<file path="config.mk">
export PLATFORM = sky130hd
export DESIGN_NAME = acog_seq_flat
export DESIGN_NICKNAME = d
export VERILOG_FILES = /design/src/rtl/acog_seq_if.sv /design/src/rtl/acog_seq.sv /design/src/flat_wrapper.sv
export SDC_FILE = /design/constraint.sdc
export NUM_CORES = 1
export LEC_CHECK = 0
export BUFFER_PORTS_ARGS = -buffer_cell sky130_fd_sc_hd__buf_2
export CAP_MARGIN = 20
export CELL_PAD_IN_SITES_DETAIL_PLACEMENT = 1
export CELL_PAD_IN_SITES_GLOBAL_PLACEMENT = 1
export CORE_ASPECT_RATIO = 0.9
export CORE_MARGIN = 10
export CORE_UTILIZATION = 40
export CTS_CLUSTER_DIAMETER = 200
export DETAILED_ROUTE_END_ITERATION = 7
export PLACE_DENSITY = 0.91
export SLEW_MARGIN = 20
export SYNTH_ARGS = -nofsm -noshare
export SYNTH_HDL_FRONTEND = slang
export SYNTH_SLANG_ARGS = --single-unit
export TNS_END_PERCENT = 5
</file>
<file path="constraint.sdc">
create_clock -name clk_in -period 3.9 [get_ports clk_in]
set_clock_uncertainty 0.2 [all_clocks]
set_input_delay 0.39 -clock clk_in [delete_from_list [all_inputs] [get_ports clk_in]]
set_output_delay 0.39 -clock clk_in [all_outputs]
set_load 0.01 [all_outputs]
</file>
<file path="src/rtl/acog_seq_if.sv">
// Sequencer <-> cog memory / execute unit signal bundle.
// ACOG_SEQ_SINGLE_STEP_EN adds the step_in / halted_o debug pair.
interface acog_seq_if #(
  parameter int unsigned MEM_WIDTH = 9
);
  logic [31:0]          f_data_in;
  logic                 exec_wait_in;
  logic                 jump_in;
  logic [MEM_WIDTH-1:0] jump_addr_in;
  logic                 z_result_in;
  logic                 c_result_in;
  logic [1:0]           state_o;
  logic [MEM_WIDTH-1:0] f_addr_o;
  logic [MEM_WIDTH-1:0] s_addr_o;
  logic [MEM_WIDTH-1:0] d_addr_o;
  logic [5:0]           opcode_o;
  logic                 imm_o;
  logic                 cond_true_o;
  logic                 d_write_o;
  logic                 z_flag_o;
  logic                 c_flag_o;
`ifdef ACOG_SEQ_SINGLE_STEP_EN
  logic                 step_in;
  logic                 halted_o;
`endif

  // Environment side: memory, execute unit, debugger.
  modport master (
`ifdef ACOG_SEQ_SINGLE_STEP_EN
    output step_in,
    input  halted_o,
`endif
    output f_data_in, exec_wait_in, jump_in, jump_addr_in, z_result_in, c_result_in,
    input  state_o, f_addr_o, s_addr_o, d_addr_o, opcode_o, imm_o,
    input  cond_true_o, d_write_o, z_flag_o, c_flag_o
  );

  // Sequencer side.
  modport slave (
`ifdef ACOG_SEQ_SINGLE_STEP_EN
    input  step_in,
    output halted_o,
`endif
    input  f_data_in, exec_wait_in, jump_in, jump_addr_in, z_result_in, c_result_in,
    output state_o, f_addr_o, s_addr_o, d_addr_o, opcode_o, imm_o,
    output cond_true_o, d_write_o, z_flag_o, c_flag_o
  );
endinterface

</file>
<file path="src/rtl/acog_seq.sv">
// ACog instruction sequencer: FETCH/DECODE/READ/WBACK, condition evaluation, C/Z flags, PC.
// Optional single-step debug mode under ACOG_SEQ_SINGLE_STEP_EN.
module acog_seq #(
  parameter int unsigned               MEM_WIDTH = 9,
  parameter logic [MEM_WIDTH-1:0]      RESET_PC  = 9'h1F4
) (
  input  logic       clk_in,
  input  logic       reset_in,
  acog_seq_if.slave  bus
);

  localparam int unsigned FIELD_W = 9;

  typedef enum logic [1:0] {
    ST_FETCH  = 2'd0,
    ST_DECODE = 2'd1,
    ST_READ   = 2'd2,
    ST_WBACK  = 2'd3
  } state_t;

  typedef struct packed {
    logic [5:0]         opcode;
    logic               wz;
    logic               wc;
    logic               wr;
    logic               imm;
    logic [3:0]         cond;
    logic [FIELD_W-1:0] d;
    logic [FIELD_W-1:0] s;
  } instr_t;

  state_t               state_q, state_d;
  logic [MEM_WIDTH-1:0] pc_q, pc_d;
  instr_t               ir_q, ir_d;
  logic                 z_q, z_d;
  logic                 c_q, c_d;
  logic                 cond_true_q, cond_true_d;
  logic                 d_write_q, d_write_d;
`ifdef ACOG_SEQ_SINGLE_STEP_EN
  logic                 halted_q, halted_d;
`endif

  // Next-state, PC, flag and strobe logic.
  always_comb begin
    state_d   = state_q;
    pc_d      = pc_q;
    ir_d      = ir_q;
    z_d       = z_q;
    c_d       = c_q;
    d_write_d = 1'b0;
`ifdef ACOG_SEQ_SINGLE_STEP_EN
    halted_d  = halted_q;
`endif

    case (state_q)
      ST_FETCH: begin
`ifdef ACOG_SEQ_SINGLE_STEP_EN
        if (!halted_q || bus.step_in) begin
          state_d  = ST_DECODE;
          halted_d = 1'b0;
        end
`else
        state_d = ST_DECODE;
`endif
      end
      ST_DECODE: begin
        ir_d    = instr_t'(bus.f_data_in);
        state_d = ST_READ;
      end
      ST_READ: begin
        // A pending wait only stalls an instruction that will actually execute.
        if (!(cond_true_q && bus.exec_wait_in)) begin
          state_d   = ST_WBACK;
          d_write_d = ir_q.wr & cond_true_q;
        end
      end
      ST_WBACK: begin
        if (cond_true_q) begin
          if (ir_q.wz) z_d = bus.z_result_in;
          if (ir_q.wc) c_d = bus.c_result_in;
        end
        if (cond_true_q && bus.jump_in) pc_d = bus.jump_addr_in;
        else                            pc_d = pc_q + MEM_WIDTH'(1);
        state_d = ST_FETCH;
`ifdef ACOG_SEQ_SINGLE_STEP_EN
        halted_d = 1'b1;
`endif
      end
      default: state_d = ST_FETCH;
    endcase

    // Registered copy of cond[{C,Z}] tracking the next IR and flags.
    cond_true_d = ir_d.cond[{c_d, z_d}];
  end

  always_ff @(posedge clk_in or negedge reset_in) begin
    if (!reset_in) begin
      state_q     <= ST_FETCH;
      pc_q        <= RESET_PC;
      ir_q        <= '0;
      z_q         <= 1'b0;
      c_q         <= 1'b0;
      cond_true_q <= 1'b0;
      d_write_q   <= 1'b0;
`ifdef ACOG_SEQ_SINGLE_STEP_EN
      halted_q    <= 1'b1;
`endif
    end else begin
      state_q     <= state_d;
      pc_q        <= pc_d;
      ir_q        <= ir_d;
      z_q         <= z_d;
      c_q         <= c_d;
      cond_true_q <= cond_true_d;
      d_write_q   <= d_write_d;
`ifdef ACOG_SEQ_SINGLE_STEP_EN
      halted_q    <= halted_d;
`endif
    end
  end

  assign bus.state_o     = state_q;
  assign bus.f_addr_o    = pc_q;
  assign bus.s_addr_o    = MEM_WIDTH'(ir_q.s);
  assign bus.d_addr_o    = MEM_WIDTH'(ir_q.d);
  assign bus.opcode_o    = ir_q.opcode;
  assign bus.imm_o       = ir_q.imm;
  assign bus.cond_true_o = cond_true_q;
  assign bus.d_write_o   = d_write_q;
  assign bus.z_flag_o    = z_q;
  assign bus.c_flag_o    = c_q;
`ifdef ACOG_SEQ_SINGLE_STEP_EN
  assign bus.halted_o    = halted_q;
`endif

endmodule

</file>
<file path="src/flat_wrapper.sv">
// flat-port wrapper written by rule: the top's interface ports become plain ports
module acog_seq_flat 
#(
  parameter int unsigned               MEM_WIDTH = 9,
  parameter logic [MEM_WIDTH-1:0]      RESET_PC  = 9'h1F4
)
  (clk_in, reset_in, bus_f_data_in, bus_exec_wait_in, bus_jump_in, bus_jump_addr_in, bus_z_result_in, bus_c_result_in, bus_state_o, bus_f_addr_o, bus_s_addr_o, bus_d_addr_o, bus_opcode_o, bus_imm_o, bus_cond_true_o, bus_d_write_o, bus_z_flag_o, bus_c_flag_o);
  acog_seq_if #(.MEM_WIDTH(MEM_WIDTH)) bus_i ();
  input  logic clk_in;
  input  logic reset_in;
  input wire logic [$bits(bus_i.f_data_in)-1:0] bus_f_data_in;
  input wire logic [$bits(bus_i.exec_wait_in)-1:0] bus_exec_wait_in;
  input wire logic [$bits(bus_i.jump_in)-1:0] bus_jump_in;
  input wire logic [$bits(bus_i.jump_addr_in)-1:0] bus_jump_addr_in;
  input wire logic [$bits(bus_i.z_result_in)-1:0] bus_z_result_in;
  input wire logic [$bits(bus_i.c_result_in)-1:0] bus_c_result_in;
  output wire logic [$bits(bus_i.state_o)-1:0] bus_state_o;
  output wire logic [$bits(bus_i.f_addr_o)-1:0] bus_f_addr_o;
  output wire logic [$bits(bus_i.s_addr_o)-1:0] bus_s_addr_o;
  output wire logic [$bits(bus_i.d_addr_o)-1:0] bus_d_addr_o;
  output wire logic [$bits(bus_i.opcode_o)-1:0] bus_opcode_o;
  output wire logic [$bits(bus_i.imm_o)-1:0] bus_imm_o;
  output wire logic [$bits(bus_i.cond_true_o)-1:0] bus_cond_true_o;
  output wire logic [$bits(bus_i.d_write_o)-1:0] bus_d_write_o;
  output wire logic [$bits(bus_i.z_flag_o)-1:0] bus_z_flag_o;
  output wire logic [$bits(bus_i.c_flag_o)-1:0] bus_c_flag_o;
  assign bus_i.f_data_in = bus_f_data_in;
  assign bus_i.exec_wait_in = bus_exec_wait_in;
  assign bus_i.jump_in = bus_jump_in;
  assign bus_i.jump_addr_in = bus_jump_addr_in;
  assign bus_i.z_result_in = bus_z_result_in;
  assign bus_i.c_result_in = bus_c_result_in;
  assign bus_state_o = bus_i.state_o;
  assign bus_f_addr_o = bus_i.f_addr_o;
  assign bus_s_addr_o = bus_i.s_addr_o;
  assign bus_d_addr_o = bus_i.d_addr_o;
  assign bus_opcode_o = bus_i.opcode_o;
  assign bus_imm_o = bus_i.imm_o;
  assign bus_cond_true_o = bus_i.cond_true_o;
  assign bus_d_write_o = bus_i.d_write_o;
  assign bus_z_flag_o = bus_i.z_flag_o;
  assign bus_c_flag_o = bus_i.c_flag_o;
  acog_seq #(.MEM_WIDTH(MEM_WIDTH), .RESET_PC(RESET_PC)) u_core (.clk_in(clk_in), .reset_in(reset_in), .bus(bus_i));
endmodule
</file>
==> flow_metrics.tcl, run 1 <==
set metrics [dict create \
    worstPathCellList "inv_1, ha_1, buf_4, mux2_2" \
    cp-end-kind "flop" \
    wl_um 5490 \
    coreArea_um2 5286 \
    drive_gt1_share_pct 54.66 \
    grt_pass1_vias 1816 \
    maxSlewViolCount 0 \
    start_util_pct 41.61 \
    fp.dieH_um 90.35 \
    cts_made_buffers 5 \
    synth-seq-cells 47 \
    critPathMaxFanout 22 \
    diodes 0 \
    finalSetupViolations 0 \
    finalInstanceArea_um2 2605 \
    pin_count 87 \
    synthesis.nets 233 \
    drt_first_iter_violations 30 \
    p_leak_nw 1.256 \
    wl_per_cell_um 17.48 \
    hold_viol 0 \
    yosys.cell_types.count 28 \
    numPortBuffers 86 \
    critPathSlowestCell "ha_1" \
    fp-row-count 25 \
    area.sequential_um2 1184 \
    grt_overflow 0 \
    cts_resized 0 \
    fmax_mhz 479.9 \
    hold_class "input pin to flop" \
    clock_sinks 47 \
    syn_avg_cell_area_um2 12.15 \
    cp_data_required_time_ns 3.88 \
    setup_tns_ns 0 \
    multi_input_area_um2 787.0 \
    power.total_mw 2.249 \
    grtUsageTotal_pct 12.40 \
    drc 0 \
    yosysTopAreaCell "dfrtp_1" \
    clk_path_buf_depth 2 \
    finalCriticalPeriod_ns 2.084 \
    synth_area_um2 2200 \
    grt_max_degree 48 \
    dieWidth_um 98.17 \
    postPlaceCellArea_um2 2507 \
    crit_path_start_kind "flop" \
    yosys-top-cells-area "dfrtp_1 47%, mux2_2 17%, buf_4 8.9%" \
    antenna_found_initial 0 \
    gp_congestion 0.7243 \
    worst_slew_pin_slew_ns 0.6595 \
    slew_headroom_pct 56.03 \
    drv_cap 0 \
    vdd_drop_max_mv 0.3740 \
    cts_tree "done" \
    grt_pass1_wl_um 9032 \
    area_growth_pct 18.43 \
    fillers 614 \
    die_area_um2 8869 \
    yosysSeqAreaShare_pct 53.81 \
    clk_latency_ns 0.29 \
    synthCells 181 \
    antenna_left 0 \
    dr.pass1.iters 4 \
    status "finished clean" \
    htreeDepth 2 \
    critical-path-max-stage-delay_ns 0.46 \
    arrival_ns 2.06 \
    path_class "flop to flop" \
    yosys.area.top_type_share_pct 46.64 \
    clk_pin_slew_ns 0.09 \
    final_nets 298 \
    drt-vias-per-instance 5.080 \
    fin_crit_sh_pct 53.43 \
    rsz0062_at_grt "no" \
    hold_buffers 0 \
    post_cts_buffers 0 \
    yosys_warnings 0 \
    hpwl_um 4344 \
    holdWs_ns 0.1199 \
    vias 1595 \
    powerDensity_nw_per_um2 863.4 \
    cts-root-buf "clkbuf_8" \
]
critical path: cells and delay by family, from the launching register on:
| family | cells | cell delay, ns |
|---|---|---|
| multiplexers | 1 | 0.38 |
| buffers and inverters | 2 | 0.49 |
| adder cells (fa/ha/maj) | 1 | 0.46 |
| flip-flops | 1 | 0.41 |
stage by stage:
step                worst slack [ns]  std cells  util [%]
floorplan                      2.084        181         -
global placement               1.831        305     47.43
detailed placement             1.809        305     47.43
CTS                            1.781        313     49.04
global route                   1.665        314     49.28
finish                         1.816        314     49.28
area by class of cell:
class	instances	area share, %
Sequential cell	47	45.44
Multi-Input combinational cell	100	30.21
Timing Repair Buffer	88	17.29
Tap cell	67	3.218
Clock buffer	6	2.786
Inverter	4	0.5764
Clock inverter	2	0.4803
where the power goes:
| part | switching (mW) | internal [mW] |
|---|---|---|
| sequential | 0.169 | 0.762 |
| clock | 0.159 | 0.125 |
| combinational | 0.533 | 0.500 |
| total | 0.861 | 1.39 |
state kept, by name, indices dropped and copies added, names as in the netlist:
signal	flops
u_core.ir_q	7
u_core.bus.opcode_o	6
u_core.bus.d_write_o	1
u_core.bus.f_addr_o	9
u_core.bus.d_addr_o	9
u_core.bus.cond_true_o	1
u_core.bus.imm_o	1
u_core.bus.z_flag_o	1
u_core.bus.c_flag_o	1
u_core.bus.state_o	2
u_core.bus.s_addr_o	9
layer usage:
layer  routed length [µm]  part of all wire, %  track usage [%]  vias up
li1                     -                    -                -      741
met5                    0                    0                0        -
met1                 2099                   38            13.03      796
met3                  462                  8.4            5.279        6
met4                   53                 0.97            3.222        0
met2                 2874                   52            22.14       52
final timing paths:
kind | slack (ns) | end | startpoint | depth (start not counted)
setup / recovery | 1.82 | u_core.bus.opcode_o[1]$_DFFE_PN0P_ | u_core.bus.state_o[1]$_DFFE_PN0P_ | 4
max in group asynchronous | 2.65 | u_core.bus.d_addr_o[1]$_DFFE_PN0P_ | reset_in | 2
hold / removal | 0.12 | u_core.ir_q[23]$_DFFE_PN0P_ | bus_f_data_in[23] | 2
hold reg to reg | 0.30 | u_core.bus.s_addr_o[7]$_DFFE_PN0P_ | u_core.bus.s_addr_o[7]$_DFFE_PN0P_ | 1
min in group asynchronous | 0.44 | u_core.bus.f_addr_o[1]$_DFFE_PN0N_ | reset_in | 2
setup reg to reg | 1.82 | u_core.bus.opcode_o[1]$_DFFE_PN0P_ | u_core.bus.state_o[1]$_DFFE_PN0P_ | 4
placed cells by master (no fill, tap or decap):
| master | synthesis | layout |
|---|---|---|
| o2bb2ai_1 | 1 | 1 |
| or4_1 | 1 | 1 |
| dlygate4sd3_1 | 0 | 1 |
| nand3_2 | 1 | 1 |
| dfrtp_1 | 41 | 41 |
| clkbuf_8 | 0 | 5 |
| o31ai_1 | 1 | 1 |
| o21ai_1 | 1 | 1 |
| o22ai_1 | 3 | 3 |
| and2_4 | 1 | 1 |
| nor2b_1 | 1 | 1 |
| a41oi_1 | 1 | 1 |
| clkinvlp_4 | 0 | 1 |
| inv_1 | 4 | 4 |
| buf_2 | 3 | 85 |
| nor2_1 | 4 | 4 |
| and4b_1 | 1 | 1 |
| nand3_1 | 7 | 7 |
| dfstp_2 | 6 | 6 |
| nor3_1 | 1 | 1 |
| buf_4 | 26 | 2 |
| o32ai_1 | 1 | 1 |
| mux2_2 | 33 | 33 |
| nand4_1 | 1 | 1 |
| clkinv_2 | 0 | 1 |
| mux2i_1 | 4 | 4 |
| clkbuf_1 | 0 | 1 |
| o21a_1 | 1 | 1 |
| nand2_1 | 9 | 9 |
| o21ai_0 | 7 | 7 |
| ha_1 | 5 | 5 |
| a21oi_1 | 15 | 15 |
Yosys cell counts:
cell       instances
dfrtp_1           41
mux2_2            33
buf_4             26
a21oi_1           15
nand2_1            9
nand3_1            7
o21ai_0            7
dfstp_2            6
ha_1               5
inv_1              4
mux2i_1            4
nor2_1             4
buf_2              3
o22ai_1            3
a41oi_1            1
and2_4             1
and4b_1            1
buf_1              1
nand3_2            1
nand4_1            1
nor2b_1            1
nor3_1             1
o21a_1             1
o21ai_1            1
o2bb2ai_1          1
o31ai_1            1
o32ai_1            1
or4_1              1
kinds of logic after synthesis:
group                    after synthesis  synth area share [%]
adder cells (fa/ha/maj)                5                 2.844
multiplexers                          37                 18.71
AND/OR/NAND/NOR                       27                 6.257
buffers and inverters                 34                 10.41
AO/OA/AOI/OAI                         31                 7.964
flip-flops                            47                 53.81
No activity file was read; power rests on OpenSTA's default activity.
==> run 2: changes to the inputs <==
ABC_AREA = 1   (was unset)
CORE_UTILIZATION = 37   (was 40)
PLACE_DENSITY = 0.86   (was 0.91)
clock period = 2.1 ns   (was 3.9 ns; I/O delays follow)
==> run 2 against run 1 <==
Effect of this change:
- worst hold slack got worse by 0.11 ns
- combinational power rose by 100%
- final cell count rose by 37%
- synthesized area rose by 9.8%
- critical endpoint is now u_core.bus.s_addr_o[0]$_DFFE_PN0P_
- largest power group unchanged
==> flow_metrics.tcl, run 2 <==
set metrics [dict create \
    crit_start "u_core.bus.state_o[1]$_DFFE_PN0P_" \
    pin_count 87 \
    fp-row-count 27 \
    setup_tns_ns 0 \
    slew_headroom_pct 59.76 \
    dieWidth_um 105.2 \
    clk_path_buf_depth 2 \
    finalCriticalPeriod_ns 1.830 \
    wl_um 6373 \
    status "finished clean" \
    synthCells 244 \
    clk_pin_slew_ns 0.09 \
    grt_max_degree 48 \
    crit_path_start_kind "flop" \
    coreArea_um2 6216 \
    die_area_um2 10160 \
    diodes 0 \
    dr.pass1.iters 4 \
    utilization_pct 50.66 \
    hold_viol 0 \
    start_util_pct 38.85 \
    fmax_mhz 546.4 \
    path_class "flop to flop" \
    synth_most_common_cell "nand2_1" \
    reg2reg_from "u_core.bus.state_o[1]$_DFFE_PN0P_" \
    fin_crit_sh_pct 87.16 \
    drc 0 \
    finalSetupViolations 0 \
    synth-seq-cells 47 \
    synth_area_um2 2415 \
    worst_slew_pin_slew_ns 0.6037 \
    final_nets 394 \
    maxSlewViolCount 0 \
    grt_overflow 0 \
    synth_edf_count 0 \
    fillers 757 \
    area_growth_pct 30.41 \
    ys_top_cells_by_count "45 x nand2_1, 41 x dfrtp_1, 25 x inv_1, 25 x mux2_2, 24 x buf_4" \
    mostFrequentLayoutCells "86 x buf_2, 45 x nand2_1, 41 x dfrtp_1, 33 x dlygate4sd3_1" \
    drt-vias-per-instance 4.527 \
    yosys_warnings 0 \
    critPathMaxFanout 15 \
    cts-root-buf "clkbuf_8" \
    powerDensity_nw_per_um2 1432 \
    synthesis.nets 296 \
    grt_pass1_wl_um 10810 \
    cp_data_required_time_ns 2.09 \
    yosys-top-cells-area "dfrtp_1 42%, mux2_2 12%, buf_4 7.5%" \
    gp_congestion 0.7651 \
    antenna_found_initial 0 \
    arrival_ns 1.82 \
    ys_async_sr_fraction_pct 100.0 \
    power.total_mw 4.509 \
    worstHoldStart "bus_jump_addr_in[3]" \
    hold_class "input pin to flop" \
    antenna_left 0 \
    htreeDepth 2 \
    p_leak_nw 1.576 \
    rsz0062_at_grt "no" \
    cts_made_buffers 5 \
    numPortBuffers 86 \
    final_common_cell "buf_2" \
    grt_pass1_vias 2183 \
    yosys.cell_types.count 21 \
    grtUsageTotal_pct 12.80 \
    clk_latency_ns 0.30 \
    wl_per_cell_um 14.86 \
    fp.dieH_um 96.64 \
    hpwl_um 4631 \
    drv_cap 0 \
    ys.flop_type "dfrtp_1" \
    cts_tree "done" \
    syn_avg_cell_area_um2 9.897 \
    cp-end-kind "flop" \
    yosysSeqAreaShare_pct 49.02 \
    drive_gt1_share_pct 40.06 \
    r2r_setup_slack_ns 0.27 \
    vias 1942 \
    yosysTopAreaCell "dfrtp_1" \
    drt_first_iter_violations 39 \
    yosys.area.top_type_share_pct 42.49 \
    vdd_drop_max_mv 0.6033 \
    clock_sinks 47 \
]
-- run 2: cell types whose count changed in the layout (fill, tap and decap cells not counted), sizes merged, moves of 8 or more --
| cell | delta |
|---|---|
| nand2 | +37 |
| dlygate4sd3 | +32 |
| inv | +24 |
| nor2 | +14 |
| a21oi | -8 |
| nand3 | +8 |
-- run 2: cell families after synthesis --
kind of cell,synth area share [%]
AND/OR/NAND/NOR,14.92
flip-flops,49.02
multiplexers,12.90
adder cells (fa/ha/maj),2.591
AO/OA/AOI/OAI,5.026
buffers and inverters,15.54
-- run 2: cell type report --
type | instances | area [µm²] | area share [%]
multi-input combinational | 137 | 858.3 | 27.25
timing repair buffer | 123 | 790.8 | 25.11
inverter | 28 | 105.1 | 3.337
clock buffer | 6 | 72.57 | 2.304
sequential | 47 | 1184 | 37.58
clock inverter | 1 | 30.03 | 0.9535
tap | 87 | 108.9 | 3.456
-- run 2: metrics by stage --
| step | cells | hold WS (ns) | area [µm²] | worst slack [ns] |
|---|---|---|---|---|
| after floorplan | 244 | -0.2856 | 2415 | 0.5236 |
| after global placement | 389 | 0.1508 | 2716 | 0.3207 |
| after detailed placement | 389 | 0.1593 | 2716 | 0.2575 |
| after CTS | 429 | 0.003729 | 3149 | 0.2384 |
| after global routing | 429 | 0.007681 | 3149 | 0.1499 |
| final | 429 | 0.005817 | 3149 | 0.2697 |
-- run 2: timing repair --
item,CTS,global route
buffers inserted,0,0
hold buffers,33,0
endpoints found under the hold margin,73,0
gates resized for setup,0,0
-- run 2: per-layer routing --
layer	track usage, %	vias to the layer above	wire, µm
li1	-	945	-
met1	13.35	938	2534
met2	23.06	53	3324
met3	5.625	6	465
met4	2.830	0	49
met5	0	-	0
-- run 2: final timing paths --
path / endpoint / cells past startpoint
setup / recovery: u_core.bus.s_addr_o[0]$_DFFE_PN0P_ / 4
hold / removal: u_core.bus.f_addr_o[3]$_DFFE_PN0N_ / 3
setup reg to reg: u_core.bus.s_addr_o[0]$_DFFE_PN0P_ / 4
hold reg to reg: u_core.ir_q[20]$_DFF_PN0_ / 2
max in group asynchronous: u_core.bus.s_addr_o[3]$_DFFE_PN0P_ / 3
min in group asynchronous: u_core.bus.s_addr_o[2]$_DFFE_PN0P_ / 3
-- run 2: report_power, final --
group / switching (mW) / total (mW) / internal (mW)
Clock: 0.294 / 0.643 / 0.349
Combinational: 1.12 / 2.11 / 0.989
Sequential: 0.341 / 1.75 / 1.41
-- run 2: critical path: stages, from the launching register on --
cell,delay [ns]
dfrtp_1,0.42
inv_1,0.12
ha_2,0.39
buf_4,0.24
mux2_2,0.35
